`config.mk`:
```
export PLATFORM = sky130hd
export DESIGN_NAME = pipe_chain_flat
export DESIGN_NICKNAME = d
export VERILOG_FILES = /design/src/rtl/pipe_pkg.sv /design/src/rtl/pipe_chain_if.sv /design/src/rtl/pipe_chain_stage.sv /design/src/rtl/pipe_chain.sv /design/src/flat_wrapper.sv
export SDC_FILE = /design/constraint.sdc
export NUM_CORES = 1
export LEC_CHECK = 0
export ABC_CLOCK_PERIOD_IN_PS = 2800
export CAP_MARGIN = 5
export CORE_MARGIN = 2
export CORE_UTILIZATION = 55
export CTS_BUF_LIST = sky130_fd_sc_hd__clkbuf_16
export CTS_CLUSTER_SIZE = 20
export DETAILED_ROUTE_END_ITERATION = 16
export MAX_ROUTING_LAYER = met4
export PLACE_DENSITY = 0.83
export SLEW_MARGIN = 20
export SYNTH_ARGS = -nofsm -noshare
export SYNTH_HDL_FRONTEND = slang
export SYNTH_SLANG_ARGS = --single-unit
export TNS_END_PERCENT = 10
```
`constraint.sdc`:
```
create_clock -name clk -period 2.8 [get_ports clk]
set_clock_uncertainty 0.15 [all_clocks]
set_input_delay 0.7 -clock clk [delete_from_list [all_inputs] [get_ports clk]]
set_output_delay 0.7 -clock clk [all_outputs]
set_load 0.1 [all_outputs]
```
`src/rtl/pipe_pkg.sv`:
```
// Shared definitions for the pipe_chain elastic register pipeline.
// Imported by the stage and the top so both agree on the occupancy width.
package pipe_pkg;

  // Number of bits needed to count from 0 to depth without wrapping.
  function automatic int cnt_w(input int depth);
    return $clog2(depth + 1);
  endfunction

endpackage

```
`src/rtl/pipe_chain_if.sv`:
```
// Valid/ready handshake bundle for both ends of pipe_chain.
// The master modport is the environment side; the slave modport is the pipe side.
interface pipe_chain_if #(
  parameter int WIDTH = 32
);
  logic             in_valid;
  logic [WIDTH-1:0] in_data;
  logic             in_ready;
  logic             out_valid;
  logic [WIDTH-1:0] out_data;
  logic             out_ready;

  modport master (
    output in_valid, in_data, out_ready,
    input  in_ready, out_valid, out_data
  );

  modport slave (
    input  in_valid, in_data, out_ready,
    output in_ready, out_valid, out_data
  );
endinterface

```
`src/rtl/pipe_chain_stage.sv`:
```
// One pipe_chain register stage: a valid flag plus payload.
// Priority is flush > incoming move > datum leaving > hold.
module pipe_stage
  import pipe_pkg::*;
#(
  parameter int               WIDTH       = 32,
  parameter logic [WIDTH-1:0] RESET_VALUE = '0
) (
  input  logic             clk,
  input  logic             reset_n,
  input  logic             move_in,
  input  logic             leave,
  input  logic             flush,
  input  logic [WIDTH-1:0] payload,
  output logic             valid,
  output logic             valid_nxt,
  output logic [WIDTH-1:0] data
);

  typedef struct packed {
    logic             valid;
    logic [WIDTH-1:0] data;
  } stage_t;

  stage_t st_q;

  // NOTE: valid_nxt gets its hold value first, so no branch can leave it unassigned and infer a latch.
  always_comb begin
    valid_nxt = st_q.valid;
    if (flush)        valid_nxt = 1'b0;
    else if (move_in) valid_nxt = 1'b1;
    else if (leave)   valid_nxt = 1'b0;
  end

  // NOTE: data is reset as well as valid so out_data shows RESET_VALUE straight out of reset.
  always_ff @(posedge clk or negedge reset_n) begin
    if (!reset_n) begin
      st_q.valid <= 1'b0;
      st_q.data  <= RESET_VALUE;
    end else begin
      // NOTE: non-blocking so every stage samples its neighbour's pre-edge value.
      st_q.valid <= valid_nxt;
      if (!flush && move_in) st_q.data <= payload;
    end
  end

  assign valid = st_q.valid;
  assign data  = st_q.data;

endmodule

```
`src/rtl/pipe_chain.sv`:
```
// Elastic DEPTH-stage register pipeline with valid/ready on both ends,
// bubble collapsing, per-stage flush, global stall and registered occupancy.
module pipe_chain
  import pipe_pkg::*;
#(
  parameter int               DEPTH       = 3,
  parameter int               WIDTH       = 32,
  parameter logic [WIDTH-1:0] RESET_VALUE = '0
) (
  input  logic                      clk,
  input  logic                      reset_n,
  input  logic                      enable,
  input  logic [DEPTH-1:0]          flush,
  pipe_chain_if.slave               bus,
  output logic [cnt_w(DEPTH)-1:0]   occupancy
);

  localparam int CW = cnt_w(DEPTH);

  logic [DEPTH:0]   rdy;
  logic [DEPTH-1:0] move;
  logic [DEPTH-1:0] leave;
  logic [DEPTH-1:0] valid;
  logic [DEPTH-1:0] valid_nxt;
  logic [WIDTH-1:0] data    [DEPTH];
  logic [WIDTH-1:0] payload [DEPTH];
  logic             out_fire;
  logic [CW-1:0]    occ_nxt;

  // Ready ripples back from the output using raw valid; flush does not open a slot early.
  always_comb begin
    rdy        = '0;
    rdy[DEPTH] = bus.out_ready;
    for (int i = DEPTH - 1; i >= 0; i--) begin
      rdy[i] = enable & (~valid[i] | rdy[i+1]);
    end
  end

  assign bus.in_ready  = rdy[0];
  assign bus.out_valid = valid[DEPTH-1] & ~flush[DEPTH-1];
  assign bus.out_data  = data[DEPTH-1];
  assign out_fire      = bus.out_valid & bus.out_ready & enable;

  for (genvar i = 0; i < DEPTH; i++) begin : g_stage
    if (i == 0) begin : g_head
      assign move[i]    = bus.in_valid & rdy[0];
      assign payload[i] = bus.in_data;
    end else begin : g_body
      assign move[i]    = valid[i-1] & ~flush[i-1] & rdy[i];
      assign payload[i] = data[i-1];
    end

    if (i == DEPTH - 1) begin : g_tail
      assign leave[i] = out_fire;
    end else begin : g_mid
      assign leave[i] = move[i+1];
    end

    pipe_stage #(
      .WIDTH       (WIDTH),
      .RESET_VALUE (RESET_VALUE)
    ) u_stage (
      .clk       (clk),
      .reset_n   (reset_n),
      .move_in   (move[i]),
      .leave     (leave[i]),
      .flush     (flush[i]),
      .payload   (payload[i]),
      .valid     (valid[i]),
      .valid_nxt (valid_nxt[i]),
      .data      (data[i])
    );
  end

  // Count the next-state valids so occupancy lands on the same edge as the stages.
  always_comb begin
    occ_nxt = '0;
    for (int i = 0; i < DEPTH; i++) begin
      occ_nxt = occ_nxt + CW'(valid_nxt[i]);
    end
  end

  always_ff @(posedge clk or negedge reset_n) begin
    if (!reset_n) occupancy <= '0;
    else          occupancy <= occ_nxt;
  end

endmodule
```
`src/flat_wrapper.sv`:
```
// flat-port wrapper written by rule: the top's interface ports become plain ports
module pipe_chain_flat import pipe_pkg::*;
#(
  parameter int               DEPTH       = 3,
  parameter int               WIDTH       = 32,
  parameter logic [WIDTH-1:0] RESET_VALUE = '0
)
  (clk, reset_n, enable, flush, occupancy, bus_in_valid, bus_in_data, bus_out_ready, bus_in_ready, bus_out_valid, bus_out_data);
  pipe_chain_if #(.WIDTH(WIDTH)) bus_i ();
  input  logic clk;
  input  logic reset_n;
  input  logic enable;
  input  logic [DEPTH-1:0] flush;
  output logic [cnt_w(DEPTH)-1:0] occupancy;
  input wire logic [$bits(bus_i.in_valid)-1:0] bus_in_valid;
  input wire logic [$bits(bus_i.in_data)-1:0] bus_in_data;
  input wire logic [$bits(bus_i.out_ready)-1:0] bus_out_ready;
  output wire logic [$bits(bus_i.in_ready)-1:0] bus_in_ready;
  output wire logic [$bits(bus_i.out_valid)-1:0] bus_out_valid;
  output wire logic [$bits(bus_i.out_data)-1:0] bus_out_data;
  assign bus_i.in_valid = bus_in_valid;
  assign bus_i.in_data = bus_in_data;
  assign bus_i.out_ready = bus_out_ready;
  assign bus_in_ready = bus_i.in_ready;
  assign bus_out_valid = bus_i.out_valid;
  assign bus_out_data = bus_i.out_data;
  pipe_chain #(.DEPTH(DEPTH), .WIDTH(WIDTH), .RESET_VALUE(RESET_VALUE)) u_core (.clk(clk), .reset_n(reset_n), .enable(enable), .flush(flush), .bus(bus_i), .occupancy(occupancy));
endmodule
```
* Yosys cells after proc, flatten, opt, wreduce, memory -nomap -nowiden
Cells that the tools add are included.
Operators by class: bitwise logic cells 20, multiplexer cells 9, $add $sub $neg 2, reductions and logical operators 6
Operator list (count):
- $and A1 B1 Y1 | 11
- $mux W1 | 9
- $not A1 Y1 | 6
- $logic_and A1 B1 Y1 | 3
- $logic_not A1 Y1 | 3
- $or A1 B1 Y1 | 3
- $add A1 B1 Y2 | 1
- $add A2 B1 Y2 | 1
Word-level totals: register bits after elaboration 101, output and inout port bits 36

* Logic depth before layout (Yosys ltp)
depth in word-level cells 12, depth in mapped cells 5

* Cells and area by module
A second synthesis with hierarchy kept.
Second synthesis, totals: cells, all modules 232, area, all modules 4332.9 µm²
Modules (own cells, without submodules):
- pipe_stage | cells an instance 73, times used 3, area an instance 1398.8 µm², sequential area each 825.8 µm²
- pipe_chain | cells an instance 13, times used 1, area an instance 136.4 µm², sequential area each 50.0 µm²

* Least setup slack after synthesis
Ideal clock, no wire load.
kind input to register, from input flush[2], to register u_core.occupancy[0], arrival 2.722 ns, setup slack -0.207 ns, stages on the path 4, setup time 0.136 ns, buffers on the path 0, cell sequence nor2b_1 nand2_1 nand2_1 fa_1
On the way: longest elaborated chain between the ends 8
Ends and longest elaborated chain:
- start, declared | line flat_wrapper.sv:13 | input logic [DEPTH-1:0] flush;
- $not A1 Y1 | line pipe_chain.sv:40 | assign bus.out_valid = valid[DEPTH-1] & ~flush[DEPTH-1];
- $and A1 B1 Y1 | line pipe_chain.sv:40
- $and A1 B1 Y1 (2 in a row) | line pipe_chain.sv:42 | assign out_fire = bus.out_valid & bus.out_ready & enable;
- $mux W1 | line pipe_chain_stage.sv:32 | else if (leave) valid_nxt = 1'b0;
- $mux W1 | line pipe_chain_stage.sv:31 | else if (move_in) valid_nxt = 1'b1;
- $mux W1 * | line pipe_chain_stage.sv:30 | if (flush) valid_nxt = 1'b0;
- net u_core.g_stage[2].u_stage.valid_nxt | line pipe_chain_stage.sv:16 | output logic valid_nxt,
- $add A2 B1 Y2 * | line pipe_chain.sv:79 | occ_nxt = occ_nxt + CW'(valid_nxt[i]);
- net u_core.occ_nxt[0] | line pipe_chain.sv:28 | logic [CW-1:0] occ_nxt;
- end signal, assigned | line pipe_chain.sv:85 | else occupancy <= occ_nxt;
- end, declared | line pipe_chain.sv:15 | output logic [cnt_w(DEPTH)-1:0] occupancy
The timed path passes the listed nets; every way through them passes the cells marked *. A chain may end at the register's enable or synchronous reset.

* Worst setup path after layout
from input bus_out_ready, to output bus_in_ready
On the way: longest elaborated chain between the ends 6
Ends and longest elaborated chain:
- start, declared | line flat_wrapper.sv:17 | input wire logic [$bits(bus_i.out_ready)-1:0] bus_out_ready;
- $or A1 B1 Y1 | line pipe_chain.sv:35 | rdy[i] = enable & (~valid[i] | rdy[i+1]);
- $and A1 B1 Y1 | line pipe_chain.sv:35
- $or A1 B1 Y1 | line pipe_chain.sv:35
- $and A1 B1 Y1 | line pipe_chain.sv:35
- $or A1 B1 Y1 | line pipe_chain.sv:35
- $and A1 B1 Y1 | line pipe_chain.sv:35
- end, declared | line flat_wrapper.sv:18 | output wire logic [$bits(bus_i.in_ready)-1:0] bus_in_ready;
No other way between the ends.

==> metrics.yaml <==
status: "finished clean"
seq_area_frac_synth: 0.604
end_kind: "output port"
cap_violations: 0
cts_tree: "built"
hold_class: "in -> async"
antenna_found_initial: 0
peakVddDrop_v: 0.000435
ant_nets: 0
area_delta_synth_final_pct: 21.2
worst_slew_pin_slew_ns: 0.652
core-area_um2: 7290
min_period_ns: 2.63
grt_pass1_vias: 2258
die_x_um: 91.2
start_util: 0.574
leakage_nw: 2.54
hold_viol: 0
rr_worst_depth: 4
hold_buffers: 0
cts_htree_levels: 3
ys_types: 20
layout-drive-gt1-share: 0.400
cp_max_fo: 3
dr.pass1.iters: 4
layout.nets: 351
seq_area_um2: 2530
ys_seq_elements: 101
worst_setup_path_start_kind: "input pin"
grtUsageTotal: 0.180
num_antenna_cells: 0
cellPowerDensity_nw_per_um2: 722
fp.dieH_um: 91.2
r2r_slack_ns: 1.09
reg2reg_to: "u_core.g_stage[1].u_stage.data[28]"
gp_congestion: 0.749
relSlewSlack: 0.565
wl_mm: 6.67
slew_viol_final: 0
finalCritPeriodShare: 0.940
grt_max_degree: 53
crit_type: "in -> out"
critPathLaunch: "bus_out_ready"
synth.avg_cell_area_um2: 16.2
numClockSinks: 101
cts.reportedPaths.clkPinSlew_ns: 0.06
fillCellCount: 504
timing.rr.start: "u_core.g_stage[2].u_stage.valid"
grt_pass1_wl_mm: 11.2
cp_data_arrival_time_ns: 1.78
synthesis.nets: 299
multi_input_area_um2: 1320
fmaxAchievable_ghz: 0.380
grt_overflow: 0
clkLatencyLatePin_ns: 0.33
numPortBuffers: 75
place_inst: 398
syn_inst: 258
dp.final_hpwl_mm: 4.46
rsz0062_at_grt: "false"
cts_buffer_depth: 2
num_rows: 31
cts_made_buffers: 9
post-cts-setup-buffers: 0
setup_viol: 0
dieArea_um2: 8320
io_pins: 76
final.setup.tns_ns: 0
vias_per_cell: 5.09
routedWlPerCell_um: 16.1
drc: 0
worst_ep_required_time_ns: 1.95
syn_area_um2: 4180
cts-root-buf: "clkbuf_16"
yosysWarnings: 0
ctsResizeCount: 0
dr.first_iter.drc_count: 43
fin_cells: 414
num_vias: 2109
==> cell usage in the layout, fill, tap and decap left out, types with 2 or more instances in the layout <==
cell type / count
clkinv_1: 2
nand2_1: 3
nand4b_1: 2
buf_12: 6
clkbuf_16: 9
buf_4: 40
a21oi_1: 2
inv_1: 2
dfrtp_1: 101
mux2_4: 30
clkinv_4: 3
mux2_2: 34
clkdlybuf4s50_1: 38
mux2_1: 32
==> where the power goes <==
part           switching, mW  internal (mW)
sequential             0.131           1.71
combinational          0.301          0.332
clock                  0.503          0.688
==> synthesized netlist by cell type <==
library cell  instances  area, µm²
fa_1                  1       20.0
o21ai_0               1       5.00
buf_2                 4       20.0
a21oi_1               2       10.0
nand2_1               3       11.3
nor2_1                1       3.75
nor2b_1               2       12.5
and4b_1               1       10.0
a211o_1               1       8.76
mux2_4               30        450
mux2i_1               1       10.0
nand3b_1              1       7.51
mux2_1               32        360
inv_1                 1       3.75
mux2_2               34        383
nand4b_1              2       17.5
buf_6                 6       67.6
dfrtp_1             101       2530
buf_4                33        248
and2_1                1       6.26
==> critical path, stage by stage <==
cell	delay (ns)
clkdlybuf4s50_1	0.45
nand4b_1	0.24
and2_1	0.22
buf_12	0.17
==> sequential cells by signal, indices dropped and copies added (netlist names) <==
register,cells
u_core.g_stage.u_stage.data,96
u_core.g_stage.u_stage.valid,3
u_core.occupancy,2
==> stage by stage <==
stage               hold slack [ns]  instance area [µm²]  worst slack (ns)  total power, mW  utilization
global route                  0.303                 5070             0.123             3.83        0.695
detailed placement            0.321                 4780             0.172             2.50        0.655
floorplan                     0.254                 4190             0.376             2.33            -
global placement              0.312                 4780             0.187             2.47        0.655
CTS                           0.268                 5070             0.170             3.71        0.695
finish                        0.251                 5070             0.167             3.66        0.695
==> worst max-delay path by stage <==
| stage | end | slack, ns | cells past startpoint |
|---|---|---|---|
| after global routing | bus_in_ready | 0.12 | 4 |
| after global placement | bus_in_ready | 0.19 | 4 |
| after CTS | bus_in_ready | 0.17 | 4 |
| final | bus_in_ready | 0.17 | 4 |
| after detailed placement | bus_in_ready | 0.17 | 4 |
| after floorplan | bus_in_ready | 0.38 | 2 |
==> layer usage <==
layer	share of wire	vias up	GRT usage	wire (µm)
met5	0	-	-	0
met4	0.011	0	0.0644	72
met3	0.043	6	0.0432	284
met2	0.51	57	0.277	3380
met1	0.44	1081	0.236	2930
li1	-	965	-	-
==> cell type report <==
| type | count | area share |
|---|---|---|
| clock buffer | 9 | 0.0444 |
| clock inverter | 7 | 0.0133 |
| inverter | 1 | 0.000740 |
| multi-input combinational | 113 | 0.261 |
| sequential | 101 | 0.499 |
| tap | 99 | 0.0244 |
| timing repair buffer | 84 | 0.158 |
==> cell families after synthesis <==
group | share of synthesized area
mux | 0.288
simple gates | 0.0165
fa+ha+maj | 0.00479
buf+inv | 0.0811
compound gates | 0.00568
flops | 0.604
Note: power is estimated with default switching activity, not from simulation.
